==> config.mk <==
export PLATFORM = sky130hd
export DESIGN_NAME = load_store_unit_flat
export DESIGN_NICKNAME = d
export VERILOG_FILES = /design/src/rtl/load_store_unit_if.sv /design/src/rtl/load_store_unit.sv /design/src/flat_wrapper.sv
export SDC_FILE = /design/constraint.sdc
export NUM_CORES = 1
export LEC_CHECK = 0
export CORE_MARGIN = 5
export CORE_UTILIZATION = 49
export DETAILED_ROUTE_END_ITERATION = 7
export PLACE_DENSITY = 0.81
export SKIP_CTS_REPAIR_TIMING = 1
export SLEW_MARGIN = 25
export SYNTH_ARGS = -nofsm -noshare
export SYNTH_HDL_FRONTEND = slang
export SYNTH_SLANG_ARGS = --single-unit
==> constraint.sdc <==
create_clock -name clock -period 5 [get_ports clock]
set_input_delay 0.5 -clock clock [delete_from_list [all_inputs] [get_ports clock]]
set_output_delay 0.5 -clock clock [all_outputs]
set_load 0.005 [all_outputs]
==> src/rtl/load_store_unit_if.sv <==
// Core-side request/response bundle between the RV32I memory stage and the LSU.
//   req/isStore/funct3/addr/storeData : request from the core (master)
//   ready/done/fault/loadData         : handshake and result back to the core (slave)
interface load_store_unit_if #(
    parameter int unsigned dataW       = 32,
    parameter int unsigned RAMAddrSize = 32
);
    logic                   req;
    logic                   isStore;
    logic [2:0]             funct3;
    logic [RAMAddrSize-1:0] addr;
    logic [dataW-1:0]       storeData;
    logic                   ready;
    logic                   done;
    logic                   fault;
    logic [dataW-1:0]       loadData;

    modport master (
        output req, isStore, funct3, addr, storeData,
        input  ready, done, fault, loadData
    );

    modport slave (
        input  req, isStore, funct3, addr, storeData,
        output ready, done, fault, loadData
    );
endinterface

==> src/rtl/load_store_unit.sv <==
// Load/store unit between the core memory stage and a word-organised, zero-delay RAM.
// Word-aligned RAM accesses, sign/zero extension of sub-word loads, and
// read-modify-write for SB/SH since the RAM only writes whole words.
// Ports:
//   clock, reset      : rising-edge clock, asynchronous active-high reset
//   core (slave)      : request/response bundle (ready, done, fault, loadData out)
//   RAMAddr           : word-aligned address to the RAM
//   RAMDataOut        : write data to the RAM
//   RAMWriteControl   : RAM write enable, decoded from state only
//   RAMOut            : combinational RAM read data
module load_store_unit #(
    parameter int unsigned dataW       = 32,
    parameter int unsigned RAMAddrSize = 32
) (
    input  logic                   clock,
    input  logic                   reset,
    load_store_unit_if.slave       core,
    output logic [RAMAddrSize-1:0] RAMAddr,
    output logic [dataW-1:0]       RAMDataOut,
    output logic                   RAMWriteControl,
    input  logic [dataW-1:0]       RAMOut
);
    localparam int unsigned ByteW = 8;
    localparam int unsigned HalfW = 16;

    typedef enum logic [1:0] {
        IDLE   = 2'd0,
        ACCESS = 2'd1,
        WRITE  = 2'd2
    } state_t;

    state_t state, next_state;

    logic                   is_store_q;
    logic [2:0]             funct3_q;
    logic [RAMAddrSize-1:0] addr_q;
    logic [dataW-1:0]       store_data_q;
    logic [dataW-1:0]       merged_q;
    logic [dataW-1:0]       load_data_q;
    logic                   done_q;
    logic                   fault_q;

    logic                   accept;
    logic                   legal;
    logic                   is_sub_word;
    logic                   done_d;
    logic                   fault_d;
    logic [RAMAddrSize-1:0] word_addr;
    logic [4:0]             byte_shift;
    logic [4:0]             half_shift;
    logic [ByteW-1:0]       lane_b;
    logic [HalfW-1:0]       lane_h;
    logic [dataW-1:0]       load_ext;
    logic [dataW-1:0]       merged;

    assign accept      = (state == IDLE) && core.req;
    assign is_sub_word = (funct3_q[1:0] != 2'b10);
    assign word_addr   = {addr_q[RAMAddrSize-1:2], 2'b00};

    // Width code / alignment legality of the incoming request.
    always_comb begin
        legal = 1'b0;
        case (core.funct3)
            3'b000:  legal = 1'b1;
            3'b001:  legal = ~core.addr[0];
            3'b010:  legal = (core.addr[1:0] == 2'b00);
            3'b100:  legal = ~core.isStore;
            3'b101:  legal = ~core.isStore & ~core.addr[0];
            default: legal = 1'b0;
        endcase
    end

    // State register.
    always_ff @(posedge clock or posedge reset) begin
        if (reset) begin
            state <= IDLE;
        end else begin
            state <= next_state;
        end
    end

    // Next-state logic; only SB/SH need the extra WRITE cycle.
    always_comb begin
        next_state = state;
        case (state)
            IDLE:    if (accept && legal) next_state = ACCESS;
            ACCESS:  next_state = (is_store_q && is_sub_word) ? WRITE : IDLE;
            WRITE:   next_state = IDLE;
            default: next_state = IDLE;
        endcase
    end

    // Output decode: RAM controls, lane extraction/merge, next done/fault.
    always_comb begin
        RAMAddr         = '0;
        RAMDataOut      = '0;
        RAMWriteControl = 1'b0;
        done_d          = 1'b0;
        fault_d         = 1'b0;

        byte_shift = {addr_q[1:0], 3'b000};
        half_shift = {addr_q[1], 4'b0000};
        lane_b     = RAMOut[byte_shift +: ByteW];
        lane_h     = RAMOut[half_shift +: HalfW];

        case (funct3_q)
            3'b000:  load_ext = {{(dataW-ByteW){lane_b[ByteW-1]}}, lane_b};
            3'b001:  load_ext = {{(dataW-HalfW){lane_h[HalfW-1]}}, lane_h};
            3'b100:  load_ext = {{(dataW-ByteW){1'b0}}, lane_b};
            3'b101:  load_ext = {{(dataW-HalfW){1'b0}}, lane_h};
            default: load_ext = RAMOut;
        endcase

        // funct3[0] distinguishes SH (halfword lane) from SB (byte lane).
        merged = RAMOut;
        if (funct3_q[0]) begin
            merged[half_shift +: HalfW] = store_data_q[HalfW-1:0];
        end else begin
            merged[byte_shift +: ByteW] = store_data_q[ByteW-1:0];
        end

        case (state)
            IDLE: begin
                done_d  = accept && !legal;
                fault_d = accept && !legal;
            end
            ACCESS: begin
                RAMAddr = word_addr;
                if (is_store_q && !is_sub_word) begin
                    RAMWriteControl = 1'b1;
                    RAMDataOut      = store_data_q;
                end
                done_d = !(is_store_q && is_sub_word);
            end
            WRITE: begin
                RAMAddr         = word_addr;
                RAMWriteControl = 1'b1;
                RAMDataOut      = merged_q;
                done_d          = 1'b1;
            end
            default: ;
        endcase
    end

    // Request capture, load result, RMW merge word and completion flags.
    always_ff @(posedge clock or posedge reset) begin
        if (reset) begin
            is_store_q   <= 1'b0;
            funct3_q     <= '0;
            addr_q       <= '0;
            store_data_q <= '0;
            merged_q     <= '0;
            load_data_q  <= '0;
            done_q       <= 1'b0;
            fault_q      <= 1'b0;
        end else begin
            done_q  <= done_d;
            fault_q <= fault_d;
            if (accept) begin
                is_store_q   <= core.isStore;
                funct3_q     <= core.funct3;
                addr_q       <= core.addr;
                store_data_q <= core.storeData;
            end
            if (state == ACCESS) begin
                if (!is_store_q) begin
                    load_data_q <= load_ext;
                end
                merged_q <= merged;
            end
        end
    end

    assign core.ready    = (state == IDLE);
    assign core.done     = done_q;
    assign core.fault    = fault_q;
    assign core.loadData = load_data_q;
endmodule

==> src/flat_wrapper.sv <==
// flat-port wrapper written by rule: the top's interface ports become plain ports
module load_store_unit_flat 
#(
    parameter int unsigned dataW       = 32,
    parameter int unsigned RAMAddrSize = 32
)
  (clock, reset, RAMAddr, RAMDataOut, RAMWriteControl, RAMOut, core_req, core_isStore, core_funct3, core_addr, core_storeData, core_ready, core_done, core_fault, core_loadData);
  load_store_unit_if #(.dataW(dataW), .RAMAddrSize(RAMAddrSize)) core_i ();
  input  logic clock;
  input  logic reset;
  output logic [RAMAddrSize-1:0] RAMAddr;
  output logic [dataW-1:0] RAMDataOut;
  output logic RAMWriteControl;
  input  logic [dataW-1:0] RAMOut;
  input wire logic [$bits(core_i.req)-1:0] core_req;
  input wire logic [$bits(core_i.isStore)-1:0] core_isStore;
  input wire logic [$bits(core_i.funct3)-1:0] core_funct3;
  input wire logic [$bits(core_i.addr)-1:0] core_addr;
  input wire logic [$bits(core_i.storeData)-1:0] core_storeData;
  output wire logic [$bits(core_i.ready)-1:0] core_ready;
  output wire logic [$bits(core_i.done)-1:0] core_done;
  output wire logic [$bits(core_i.fault)-1:0] core_fault;
  output wire logic [$bits(core_i.loadData)-1:0] core_loadData;
  assign core_i.req = core_req;
  assign core_i.isStore = core_isStore;
  assign core_i.funct3 = core_funct3;
  assign core_i.addr = core_addr;
  assign core_i.storeData = core_storeData;
  assign core_ready = core_i.ready;
  assign core_done = core_i.done;
  assign core_fault = core_i.fault;
  assign core_loadData = core_i.loadData;
  load_store_unit #(.dataW(dataW), .RAMAddrSize(RAMAddrSize)) u_core (.clock(clock), .reset(reset), .core(core_i), .RAMAddr(RAMAddr), .RAMDataOut(RAMDataOut), .RAMWriteControl(RAMWriteControl), .RAMOut(RAMOut));
endmodule
* Word-level counts from Yosys, hierarchy flattened
Cells that the tools add are included.
Operators by class: add/subtract/negate cells 2, $mul 0, div/mod/pow operators 0, $lt $le $gt $ge 0, eq/ne operators 11, shift operators 6, multiplexer cells 15, bitwise operators 4, reduce and logical (&&, ||, !) cells 14
Operators with widths (count):
- case mux 32 bit (4 select lines) | 1
- 2-to-1 mux 32 bit | 3
- bitwise mux 32 bit | 2
- case mux 32 bit (2 select lines) | 1
- variable shift 16 x 7 -> 32 bit (first input constant) | 1
- variable shift 8 x 7 -> 32 bit (first input constant) | 1
- indexed part select 16 x 7 -> 32 bit | 1
- indexed part select 32 x 6 -> 16 bit | 1
- indexed part select 32 x 6 -> 8 bit | 1
- indexed part select 8 x 7 -> 32 bit | 1
- negation 5 -> 7 bit | 2
- == test 3 bit (second input constant) | 4
- == test 3 x 1 -> 1 bit (second input constant) | 2
- zero test 3 bit | 2
- logical AND 1 bit | 5
- case mux 1 bit (5 select lines) | 1
- zero test 2 bit | 2
- 2-to-1 mux 2 bit | 2
- case mux 2 bit (2 select lines) | 1
- == test 3 x 2 -> 1 bit (second input constant) | 1
- zero test 1 bit | 3
- NOT 1 bit | 3
- case mux 1 bit (3 select lines) | 1
- == test 2 x 1 -> 1 bit (second input constant) | 1
- other kinds (8) | 9
Word-level totals: register bits after elaboration 136, latch bits 0, bits in writable memories 0, ROM bits 0, output and inout port bits 100, word-level logic and storage cells 61, memories kept 0

* Logic depth before layout (Yosys ltp)
word-level depth 6, depth in mapped cells 9, gate-level depth less buffers 6

* Worst setup path before layout
No wires, ideal clock.
path type reg-to-reg, start reg u_core.addr_q[1], end reg u_core.merged_q[10], arrival time 2042 ps, slack 2833 ps, cell stages (with the launch flop) 10, period minus slack after synthesis 2167 ps, cell sequence dfrtp_1 buf_4 buf_2 inv_1 ha_1 and4b_1 clkbuf_1 a221oi_1 a21oi_1 mux2_2
On the way: cells in the longest elaborated chain, start to end 4
Ends and longest elaborated chain:
- start: declaration | RTL line load_store_unit.sv:36 | logic [RAMAddrSize-1:0] addr_q;
- start signal: assignment | RTL line load_store_unit.sv:162 | addr_q <= core.addr;
- negation 5 -> 7 bit, on equally long branches | RTL line load_store_unit.sv:117, load_store_unit.sv:119
- indexed part select 16 x 7 -> 32 bit, or another cell as far along | RTL line load_store_unit.sv:117 | merged[half_shift +: HalfW] = store_data_q[HalfW-1:0];
- bitwise mux 32 bit, on equally long branches | RTL line load_store_unit.sv:117, load_store_unit.sv:119
- 2-to-1 mux 32 bit (*) | RTL line load_store_unit.sv:116 | if (funct3_q[0]) begin
- end signal: assignment | RTL line load_store_unit.sv:169 | merged_q <= merged;
- end: declaration | RTL line load_store_unit.sv:38 | logic [dataW-1:0] merged_q;
Mark *: on every way between the ends. The rest lies on a longest branch, timed or not. A chain may end at the register's enable or synchronous reset.

* Worst setup path in the final report
start reg u_core.state[1], end out RAMDataOut[30]
On the way: cells in the longest elaborated chain, start to end 2
Ends and longest elaborated chain:
- start: declaration | RTL line load_store_unit.sv:32 | state_t state, next_state;
- start signal: assignment | RTL line load_store_unit.sv:78 | state <= next_state;
- == test 2 bit or == test 2 x 1 -> 1 bit (tied branches) | RTL line load_store_unit.sv:122 | case (state)
- case mux 32 bit (2 select lines) (*) | RTL line load_store_unit.sv:122
- end: declaration | RTL line flat_wrapper.sv:12 | output logic [dataW-1:0] RAMDataOut;
Marks and branches as above.

==> impl_metrics.csv <==
group,metric,value,unit
floorplan,die_w,134,um
floorplan,core_region_area,15100,um^2
drt,viasPerCell,5.89,
logic_synthesis,yosysSeqAreaShare,45.5,%
worst_setup_path,cp_cell_sequence,"inv_1 > ha_1 > buf_4 > nand2_1 > nor2_2 > buf_4 > a22oi_1 > nor2b_1 > clkdlybuf4s50_1",
worst_setup_path,cp_common_cell,"buf_4",
clock_network,cts_tree,"done",
logic_synthesis,synth_area_per_cell,10.7,um^2
worst_setup_path,reg2regPathDepth,7,
global_routing,grt_pass1_vias,6577,
drt,wl_per_cell,21.3,um
worst_setup_path,cpLargestDelayFamily,"buffers and inverters",
logic_synthesis,yosys_register_bits,136,
sta,fin_setup_tns,0,ns
sta,min_period,3.99,ns
logic_synthesis,netlist_area,7480,um^2
layout,layout_commonest_cell,"clkdlybuf4s50_1",
sta,clock_skew,0.00926,ns
logic_synthesis,synthArstFlopShare,100,%
clock_network,cts.clk_slew.worst_paths,0.06,ns
clock_network,cts_max_level,4,
worst_setup_path,worstPathMaxFanout,45,
logic_synthesis,ys.warnings.count,0,
placement,dp_slack,1.44,ns
clock_network,clockRootBuffer,"clkbuf_16",
sta,finalSetupViolCount,0,
worst_setup_path,path_class,"flop to output pin",
layout,antenna_cells,0,
layout,fin_nets,969,
clock_network,cts_buffers,17,
placement,place_congestion,0.911,
global_routing,antenna_found_initial,0,
sta,post-route-period-util,79.8,%
worst_setup_path,crit_buf_inv,4,
sta,slew_viol_final,0,
drt,drt_iter0_drc,659,
worst_setup_path,cp_slowest_cell,"nor2_2",
worst_setup_path,end_kind,"output pin",
sta,rsz0062_at_grt,"no",
global_routing,grt_pass1_wl,36.9,mm
placement,io_buffers,200,
layout,drive_gt1_share,10.9,%
floorplan,start_util,49.6,%
drt,postRouteAntennaNets,0,
layout,area_growth,34.6,%
worst_setup_path,critPathMaxStageDelay,0.68,ns
sta,hold_viol,0,
worst_setup_path,critPathLaunch,"u_core.state[1]$_DFFE_PP0P_",
worst_setup_path,cp.depth,9,
power,power_density,645,nW/um^2
floorplan,row_count,45,
global_routing,grt_max_degree,105,
sta,tightest_slew,0.963,ns
worst_setup_path,r2r_start,"u_core.state[1]$_DFFE_PP0P_",
logic_synthesis,synth-edff-count,0,
logic_synthesis,ys_types,47,
worst_setup_path,worstSetupStartpointType,"flop",
drt,routed_wirelength,22.5,mm
floorplan,fp.dieH,134,um
worst_setup_path,required,4.50,ns
sta,relSlewSlack,35.4,%
clock_network,clkSinkCount,136,
drt,drtPass1Iterations,5,
sta,max_freq,251,MHz
clock_network,insertion_delay,0.42,ns
drt,drc,0,
outcome,status,"completed",
global_routing,grt_use_total,25.9,%
layout,layout_common_cells,"clkdlybuf4s50_1, dfrtp_1, mux2_1, a21oi_1, nor2b_1",
logic_synthesis,syn_inst,696,
floorplan,io_pins,203,
worst_hold_path,min_path_type,"flop to flop",
worst_setup_path,critPathArrivalTime,3.49,ns
placement,hpwlAfterDp,16.4,mm
logic_synthesis,synth_top_flop_cell,"dfrtp_1",
power,ir_worst_vdd,0.447,mV
sta,worst_slack,1.01,ns
global_routing,overflow,0,
worst_hold_path,hp-start,"u_core.addr_q[30]$_DFFE_PP0P_",
power,leakage,3.90,nW
drt,vias,6227,
flow_run,cap_viol_max_count,0,
clock_network,clk_path_buf_depth,2,
worst_hold_path,holdPathStages,1,
floorplan,fp.dieArea,17800,um^2
-- final cells by class --
cell class | count | area (um^2)
Tap cell | 188 | 235
Clock buffer | 18 | 429
Fill cell | 1169 | 5020
Timing Repair Buffer | 211 | 2080
Multi-Input combinational cell | 479 | 3730
Inverter | 12 | 52.6
Clock inverter | 14 | 126
Sequential cell | 136 | 3410
-- cells in the mapped netlist (2+ instances only) --
| cell type | instances | area share [%] |
|---|---|---|
| nor2b_1 | 35 | 2.9 |
| mux2i_1 | 26 | 3.5 |
| clkbuf_1 | 35 | 1.8 |
| a21oi_2 | 8 | 0.94 |
| o211ai_1 | 15 | 1.5 |
| o221ai_1 | 7 | 0.82 |
| nand2b_1 | 4 | 0.33 |
| nor2_1 | 13 | 0.65 |
| mux2_2 | 32 | 4.8 |
| buf_2 | 29 | 1.9 |
| nor4bb_1 | 2 | 0.27 |
| a31oi_1 | 8 | 0.67 |
| a221oi_1 | 25 | 2.9 |
| nand2_1 | 27 | 1.4 |
| buf_4 | 3 | 0.30 |
| inv_1 | 11 | 0.55 |
| nor3b_1 | 15 | 1.5 |
| a21oi_1 | 52 | 3.5 |
| buf_1 | 2 | 0.10 |
| ha_1 | 9 | 1.5 |
| dfrtp_1 | 136 | 45 |
| nor3_1 | 7 | 0.47 |
| mux2_1 | 75 | 11 |
| and2_1 | 30 | 2.5 |
| a22oi_1 | 32 | 3.2 |
| o21ai_1 | 23 | 1.5 |
| nand3b_1 | 7 | 0.70 |
| and4b_1 | 2 | 0.27 |
| o21ai_0 | 7 | 0.47 |
| o21a_1 | 2 | 0.20 |
-- worst paths after layout --
check / endpoint / slack [ns]
min in group asynchronous: u_core.addr_q[5]$_DFFE_PP0P_ / 0.61
min reg2reg: u_core.addr_q[30]$_DFFE_PP0P_ / 0.48
max in group asynchronous: u_core.merged_q[15]$_DFFE_PP0P_ / 3.44
max: RAMDataOut[30] / 1.01
max reg2reg: u_core.core.loadData[26]$_DFFE_PP0P_ / 2.16
min: u_core.addr_q[30]$_DFFE_PP0P_ / 0.48
-- per-layer routing --
metal,vias to the layer above,GRT usage [%],wire length (um)
met1,3048,32.7,9300
met2,283,42.5,10900
li1,2857,-,-
met3,39,8.72,1830
met4,0,7.83,517
met5,-,0,0
-- per-stage QoR --
step                      instances  hold slack, ns  area, um^2  power [mW]  util, %
final                          1058           0.483       10100        6.49     66.7
after global routing           1058           0.508       10100        6.93     66.7
after CTS                      1058           0.486       10100        6.52     66.7
after detailed placement       1026           0.473        9510        5.31     63.0
after global placement         1026           0.465        9500        5.16     63.0
after floorplan                 697           0.456        7480        4.02        -
-- kinds of logic (layout without fill, tap and decap cells) --
kind of cell / count (synthesis) / count (layout) / synth area share [%]
compound gates: 186 / 186 / 16.8
simple gates: 148 / 148 / 11.5
flops: 136 / 136 / 45.5
mux: 134 / 134 / 19.8
buf+inv: 82 / 255 / 4.85
fa+ha+maj: 9 / 9 / 1.51
other cells: 1 / 2 / 0.0501
-- where the power goes --
| group | leakage (nW) | internal, mW | switching [mW] |
|---|---|---|---|
| registers | 1.58 | 1.68 | 0.468 |
| logic | 2.05 | 1.64 | 1.52 |
| clock network | 0.264 | 0.687 | 0.501 |
-- sequential cells by signal (all words and copies together), names as in the netlist --
signal and cells:
u_core.core.fault 1, u_core.funct3_q 3, u_core.addr_q 32, u_core.is_store_q 1
u_core.store_data_q 32, u_core.state 2, u_core.core.loadData 32, u_core.merged_q 32
u_core.core.done 1
-- worst register-to-register path, cell delays in order, from the launching register on --
cell and delay (ns):
dfrtp_1 0.40, inv_1 0.12, ha_1 0.17, buf_4 0.42, nand2b_2 0.48, nor3_2 0.87, a21oi_1 0.11, o21ai_1 0.19
No activity file was read; power rests on OpenSTA's default activity.
